===== config.mk =====
export PLATFORM = sky130hd
export DESIGN_NAME = fetch_stage_flat
export DESIGN_NICKNAME = d
export VERILOG_FILES = /design/src/rtl/fetch_stage_if.sv /design/src/rtl/fetch_stage.sv /design/src/flat_wrapper.sv
export SDC_FILE = /design/constraint.sdc
export NUM_CORES = 1
export LEC_CHECK = 0
export ABC_CLOCK_PERIOD_IN_PS = 5600
export CAP_MARGIN = 30
export CORE_MARGIN = 5
export CORE_UTILIZATION = 51
export DETAILED_ROUTE_END_ITERATION = 10
export PLACE_DENSITY = 0.87
export REMOVE_ABC_BUFFERS = 1
export SLEW_MARGIN = 20
export SYNTH_ARGS = -nofsm -noshare
export SYNTH_HDL_FRONTEND = slang
export SYNTH_SLANG_ARGS = --single-unit

===== constraint.sdc =====
create_clock -name clk -period 5.6 [get_ports clk]
set_clock_uncertainty 0.15 [all_clocks]
set_input_delay 0.56 -clock clk [delete_from_list [all_inputs] [get_ports clk]]
set_output_delay 0.56 -clock clk [all_outputs]
set_load 0.01 [all_outputs]

===== src/rtl/fetch_stage_if.sv =====
// Signal bundle between the fetch stage and its surroundings:
// control from ID/exception logic, the imem port and the IF/ID register.
interface fetch_stage_if;
  logic        stall_i;
  logic        flush_i;
  logic [31:0] new_pc_i;
  logic        branch_flag_i;
  logic [31:0] branch_target_i;
  logic [31:0] imem_addr_o;
  logic [31:0] imem_inst_i;
  logic        ce_o;
  logic [31:0] id_pc_o;
  logic [31:0] id_inst_o;
  logic        id_valid_o;
  logic        id_adel_o;

  modport master (
    input  stall_i, flush_i, new_pc_i, branch_flag_i, branch_target_i, imem_inst_i,
    output imem_addr_o, ce_o, id_pc_o, id_inst_o, id_valid_o, id_adel_o
  );

  modport slave (
    output stall_i, flush_i, new_pc_i, branch_flag_i, branch_target_i, imem_inst_i,
    input  imem_addr_o, ce_o, id_pc_o, id_inst_o, id_valid_o, id_adel_o
  );
endinterface


===== src/rtl/fetch_stage.sv =====
// sMIPS instruction fetch: PC, delay-slot-preserving redirects, stall with
// pending branch capture, exception flush and IF/ID register.
module fetch_stage #(
  parameter logic [31:0] RESET_PC = 32'h0000_0000,
  parameter logic [31:0] NOP_INST = 32'h0000_0000
) (
  input  logic          clk,
  input  logic          rst,
  fetch_stage_if.master fs
);

  typedef enum logic {INIT, RUN} state_e;

  state_e      state_q, state_d;
  logic [31:0] pc_q, pc_d;
  logic        pend_valid_q, pend_valid_d;
  logic [31:0] pend_target_q, pend_target_d;
  logic [31:0] id_pc_q, id_pc_d;
  logic [31:0] id_inst_q, id_inst_d;
  logic        id_valid_q, id_valid_d;
  logic        id_adel_q, id_adel_d;

  always_ff @(posedge clk or negedge rst) begin
    if (!rst) begin
      state_q       <= INIT;
      pc_q          <= RESET_PC;
      pend_valid_q  <= 1'b0;
      pend_target_q <= 32'h0;
      id_pc_q       <= 32'h0;
      id_inst_q     <= NOP_INST;
      id_valid_q    <= 1'b0;
      id_adel_q     <= 1'b0;
    end else begin
      state_q       <= state_d;
      pc_q          <= pc_d;
      pend_valid_q  <= pend_valid_d;
      pend_target_q <= pend_target_d;
      id_pc_q       <= id_pc_d;
      id_inst_q     <= id_inst_d;
      id_valid_q    <= id_valid_d;
      id_adel_q     <= id_adel_d;
    end
  end

  always_comb begin
    state_d       = state_q;
    pc_d          = pc_q;
    pend_valid_d  = pend_valid_q;
    pend_target_d = pend_target_q;
    id_pc_d       = id_pc_q;
    id_inst_d     = id_inst_q;
    id_valid_d    = id_valid_q;
    id_adel_d     = id_adel_q;

    case (state_q)
      INIT: begin
        // PC holds so RESET_PC is the first address fetched with ce_o high
        state_d    = RUN;
        id_pc_d    = 32'h0;
        id_inst_d  = NOP_INST;
        id_valid_d = 1'b0;
        id_adel_d  = 1'b0;
      end
      default: begin
        if (fs.flush_i) begin
          pc_d         = fs.new_pc_i;
          pend_valid_d = 1'b0;
          id_pc_d      = 32'h0;
          id_inst_d    = NOP_INST;
          id_valid_d   = 1'b0;
          id_adel_d    = 1'b0;
        end else if (fs.stall_i) begin
          // remember a branch resolved while frozen; last one wins
          if (fs.branch_flag_i) begin
            pend_valid_d  = 1'b1;
            pend_target_d = fs.branch_target_i;
          end
        end else begin
          // the word fetched this cycle is always kept: it is the delay slot
          id_pc_d    = pc_q;
          id_inst_d  = fs.imem_inst_i;
          id_valid_d = 1'b1;
          id_adel_d  = (pc_q[1:0] != 2'b00);
          if (fs.branch_flag_i) begin
            pc_d         = fs.branch_target_i;
            pend_valid_d = 1'b0;
          end else if (pend_valid_q) begin
            pc_d         = pend_target_q;
            pend_valid_d = 1'b0;
          end else begin
            pc_d = pc_q + 32'd4;
          end
        end
      end
    endcase
  end

  assign fs.imem_addr_o = pc_q;
  assign fs.ce_o        = (state_q == RUN);
  assign fs.id_pc_o     = id_pc_q;
  assign fs.id_inst_o   = id_inst_q;
  assign fs.id_valid_o  = id_valid_q;
  assign fs.id_adel_o   = id_adel_q;

endmodule


===== src/flat_wrapper.sv =====
// flat-port wrapper written by rule: the top's interface ports become plain ports
module fetch_stage_flat 
#(
  parameter logic [31:0] RESET_PC = 32'h0000_0000,
  parameter logic [31:0] NOP_INST = 32'h0000_0000
)
  (clk, rst, fs_stall_i, fs_flush_i, fs_new_pc_i, fs_branch_flag_i, fs_branch_target_i, fs_imem_inst_i, fs_imem_addr_o, fs_ce_o, fs_id_pc_o, fs_id_inst_o, fs_id_valid_o, fs_id_adel_o);
  fetch_stage_if fs_i ();
  input  logic clk;
  input  logic rst;
  input wire logic [$bits(fs_i.stall_i)-1:0] fs_stall_i;
  input wire logic [$bits(fs_i.flush_i)-1:0] fs_flush_i;
  input wire logic [$bits(fs_i.new_pc_i)-1:0] fs_new_pc_i;
  input wire logic [$bits(fs_i.branch_flag_i)-1:0] fs_branch_flag_i;
  input wire logic [$bits(fs_i.branch_target_i)-1:0] fs_branch_target_i;
  input wire logic [$bits(fs_i.imem_inst_i)-1:0] fs_imem_inst_i;
  output wire logic [$bits(fs_i.imem_addr_o)-1:0] fs_imem_addr_o;
  output wire logic [$bits(fs_i.ce_o)-1:0] fs_ce_o;
  output wire logic [$bits(fs_i.id_pc_o)-1:0] fs_id_pc_o;
  output wire logic [$bits(fs_i.id_inst_o)-1:0] fs_id_inst_o;
  output wire logic [$bits(fs_i.id_valid_o)-1:0] fs_id_valid_o;
  output wire logic [$bits(fs_i.id_adel_o)-1:0] fs_id_adel_o;
  assign fs_i.stall_i = fs_stall_i;
  assign fs_i.flush_i = fs_flush_i;
  assign fs_i.new_pc_i = fs_new_pc_i;
  assign fs_i.branch_flag_i = fs_branch_flag_i;
  assign fs_i.branch_target_i = fs_branch_target_i;
  assign fs_i.imem_inst_i = fs_imem_inst_i;
  assign fs_imem_addr_o = fs_i.imem_addr_o;
  assign fs_ce_o = fs_i.ce_o;
  assign fs_id_pc_o = fs_i.id_pc_o;
  assign fs_id_inst_o = fs_i.id_inst_o;
  assign fs_id_valid_o = fs_i.id_valid_o;
  assign fs_id_adel_o = fs_i.id_adel_o;
  fetch_stage #(.RESET_PC(RESET_PC), .NOP_INST(NOP_INST)) u_core (.clk(clk), .rst(rst), .fs(fs_i));
endmodule

==> flow_summary.json <==
{
  "final_nets": 877,
  "tightest_slew_ns": 0.902,
  "cts.repair.resized": 0,
  "rrSetupSlack_ns": 3.15,
  "timing.hold.ws_ns": 0.0307,
  "antennaDiodeCount": 0,
  "ctsHoldBuffers": 0,
  "slowest_delay_ns": 0.52,
  "seq_area_um2": 3300,
  "synth-edff-count": 0,
  "rsz0062_at_grt": "no",
  "cts_root_buf": "clkbuf_16",
  "synthCells": 596,
  "place_ws_ns": 1.78,
  "antenna_found_initial": 0,
  "multi_input_area_um2": 2830,
  "grt_first_pass_wirelength_mm": 33.0,
  "clock_path_buffers": 2,
  "drcViolationCount": 0,
  "dr.pass1.iters": 5,
  "die_h_um": 122,
  "async_flop_share_pct": 100,
  "track_usage_pct": 28.6,
  "rows": 40,
  "dp_hpwl_mm": 14.2,
  "overflow": 0,
  "r2r-end": "u_core.fs.imem_addr_o[14]",
  "cp_max_fo": 43,
  "powerDensity_nw_per_um2": 311,
  "die_w_um": 122,
  "seq_area_frac_synth_pct": 52.0,
  "drtIter0Drc": 565,
  "crit_buf_inv": 4,
  "cts_made_buffers": 17,
  "crit_top_cell": "buf_4",
  "drv_slew": 0,
  "syn-cell-area_um2": 6360,
  "grt_pass1_vias": 6099,
  "dr_total_vias": 5947,
  "core_um2": 12100,
  "ff2ff_path_depth": 5,
  "hold_viol": 0,
  "fmax_mhz": 288,
  "r2r_start": "u_core.pend_valid_q",
  "ios": 200,
  "grt_max_degree": 85,
  "slowest_stage": "inv_1",
  "slew_headroom_pct": 39.7,
  "die-area_um2": 14800,
  "viasPerCell": 6.22,
  "htreeDepth": 4,
  "path_cells": "clkdlybuf4s50_1, buf_4, inv_1, and3_2, nand2_1, buf_4, mux2_2",
  "fin_ws_ns": 2.13,
  "path_clk_slew_ns": 0.06,
  "wl_per_cell_um": 22.1,
  "peakVddDrop_mv": 0.198,
  "cap_violations": 0,
  "routed_wl_mm": 21.1,
  "drtAntennaViolNets": 0,
  "crit_path_end_kind": "flip-flop",
  "routabilityCongestion": 0.897,
  "initial_core_util_pct": 52.5,
  "syn2layout_area_growth_pct": 42.1,
  "ys_dominant_reg_cell": "dfrtp_1",
  "leakage_uw": 0.00375,
  "startpoint_type": "input port",
  "crit_family": "buffers and inverters",
  "worstHoldPathType": "input port to async pin",
  "period_minus_slack_ns": 3.47,
  "arrival_ns": 3.62,
  "yosys_register_bits": 132,
  "synth_area_per_cell_um2": 10.7,
  "status": "completed",
  "clock_sinks": 132,
  "fin_tns_setup_ns": 0,
  "io_buffers": 199,
  "post_route_cells_drive_above_1_share_pct": 11.7,
  "setup_viol": 0,
  "yosys_warnings": 0,
  "worstSetupPathType": "input port to flip-flop",
  "fillers": 859,
  "timing.final.crit_share_pct": 62.0,
  "required_ns": 5.75,
  "synth_cell_types": 64,
  "post_cts_buffers": 0,
  "clk_latency_ns": 0.42,
  "cts_tree": "done"
}
## per-layer routing
metal,vias to the layer above,track usage [%],routed length [µm]
met5,-,0,0
met4,0,8.40,232
met3,19,7.24,2000
met2,362,47.5,10400
met1,2931,37.1,8470
li1,2635,-,-
## worst register-to-register path: cells and delay by family (launching register included)
kind | cells | cell delay, ns
and+or+nand+nor | 3 | 1.12
AOI/OAI and AO/OA | 2 | 0.41
DFF | 1 | 0.66
## power by group
group          total, µW  switching [µW]  internal, µW
registers           1200             134          1060
logic                529             241           288
clock network       1090             423           664
## cells in the final DEF (no fill, tap or decap), drive strengths merged, types with 9 or more instances in the layout
master	n
a221oi	15
o22ai	9
clkbuf	19
nand4	12
buf	11
nand2	47
nand3	10
clkdlybuf4s50	198
a22o	61
nor3	12
a21oi	20
mux2	32
dfrtp	132
o21ai	44
nor2	32
## kinds of logic after synthesis
family | after synthesis | share of synthesized area [%]
compound gates | 209 | 24.3
simple gates | 156 | 13.2
flops | 132 | 52.0
buf+inv | 57 | 3.50
mux | 35 | 6.14
xor+xnor | 5 | 0.689
fa+ha+maj | 1 | 0.197
other cells | 1 | 0.0590
## Yosys cell counts (2+ instances only)
| cell type | number | share of area, % |
|---|---|---|
| a22oi_1 | 3 | 0.35 |
| a221o_1 | 6 | 0.94 |
| buf_1 | 10 | 0.59 |
| o221a_2 | 2 | 0.35 |
| and3_1 | 7 | 0.69 |
| o31ai_1 | 7 | 0.83 |
| or3_1 | 5 | 0.49 |
| nand2_1 | 47 | 2.8 |
| nor3_1 | 12 | 0.94 |
| o21ai_0 | 43 | 3.4 |
| buf_2 | 7 | 0.55 |
| o221ai_1 | 3 | 0.41 |
| xor2_1 | 3 | 0.41 |
| nand3_1 | 9 | 0.71 |
| a21o_1 | 2 | 0.24 |
| inv_1 | 7 | 0.41 |
| nand4_4 | 2 | 0.67 |
| or2_2 | 3 | 0.30 |
| a211oi_1 | 8 | 0.94 |
| nor2b_1 | 3 | 0.30 |
| a221oi_1 | 15 | 2.1 |
| nor4_1 | 3 | 0.30 |
| a31oi_1 | 8 | 0.79 |
| dfrtp_1 | 132 | 52 |
| clkbuf_1 | 32 | 1.9 |
| a22o_1 | 61 | 8.4 |
| xnor2_1 | 2 | 0.28 |
| and4_1 | 2 | 0.28 |
| mux2i_1 | 3 | 0.47 |
| o41ai_1 | 4 | 0.55 |
| a32o_1 | 5 | 0.79 |
| mux2_2 | 32 | 5.7 |
| and2_1 | 4 | 0.39 |
| a21oi_1 | 20 | 1.6 |
| nand2b_1 | 8 | 0.79 |
| o22ai_1 | 9 | 0.89 |
| nor2_1 | 32 | 1.9 |
| nand4_1 | 9 | 0.89 |
## stage by stage
stage | area, µm² | power, µW | util (%) | std cells
detailed placement | 8430 | 1730 | 69.6 | 922
finish | 9030 | 2810 | 74.6 | 956
floorplan | 6160 | 1410 | - | 547
global route | 9030 | 2920 | 74.6 | 956
CTS | 9010 | 2820 | 74.4 | 954
global placement | 8430 | 1710 | 69.6 | 922
## how the worst max path moves through the flow
stage | startpoint | endpoint | slack, ns | cells past startpoint
2_1_floorplan | fs_flush_i | u_core.pend_target_q[0] | 1.60 | 4
3_3_place_gp | fs_flush_i | u_core.pend_target_q[24] | 1.87 | 7
3_5_place_dp | fs_flush_i | u_core.pend_target_q[12] | 1.78 | 7
4_1_cts | fs_flush_i | u_core.pend_target_q[16] | 2.22 | 7
5_1_grt | fs_flush_i | u_core.pend_target_q[23] | 2.05 | 7
6_report | fs_flush_i | u_core.pend_target_q[16] | 2.13 | 7
## state kept, by name, indices dropped and copies added, names as in the netlist
name	cells
u_core.fs.id_inst_o	32
u_core.fs.id_adel_o	1
u_core.fs.id_pc_o	32
u_core.fs.imem_addr_o	32
u_core.fs.ce_o	1
u_core.pend_valid_q	1
u_core.fs.id_valid_o	1
u_core.pend_target_q	32
## final cells by class
type                            count  share of cell area [%]
Clock buffer                       19                    4.90
Clock inverter                     13                    1.48
Inverter                            8                   0.332
Multi-Input combinational cell    407                    31.4
Sequential cell                   132                    36.6
Tap cell                          168                    2.33
Timing Repair Buffer              209                    23.0
Power figures use the tool's default switching activity.
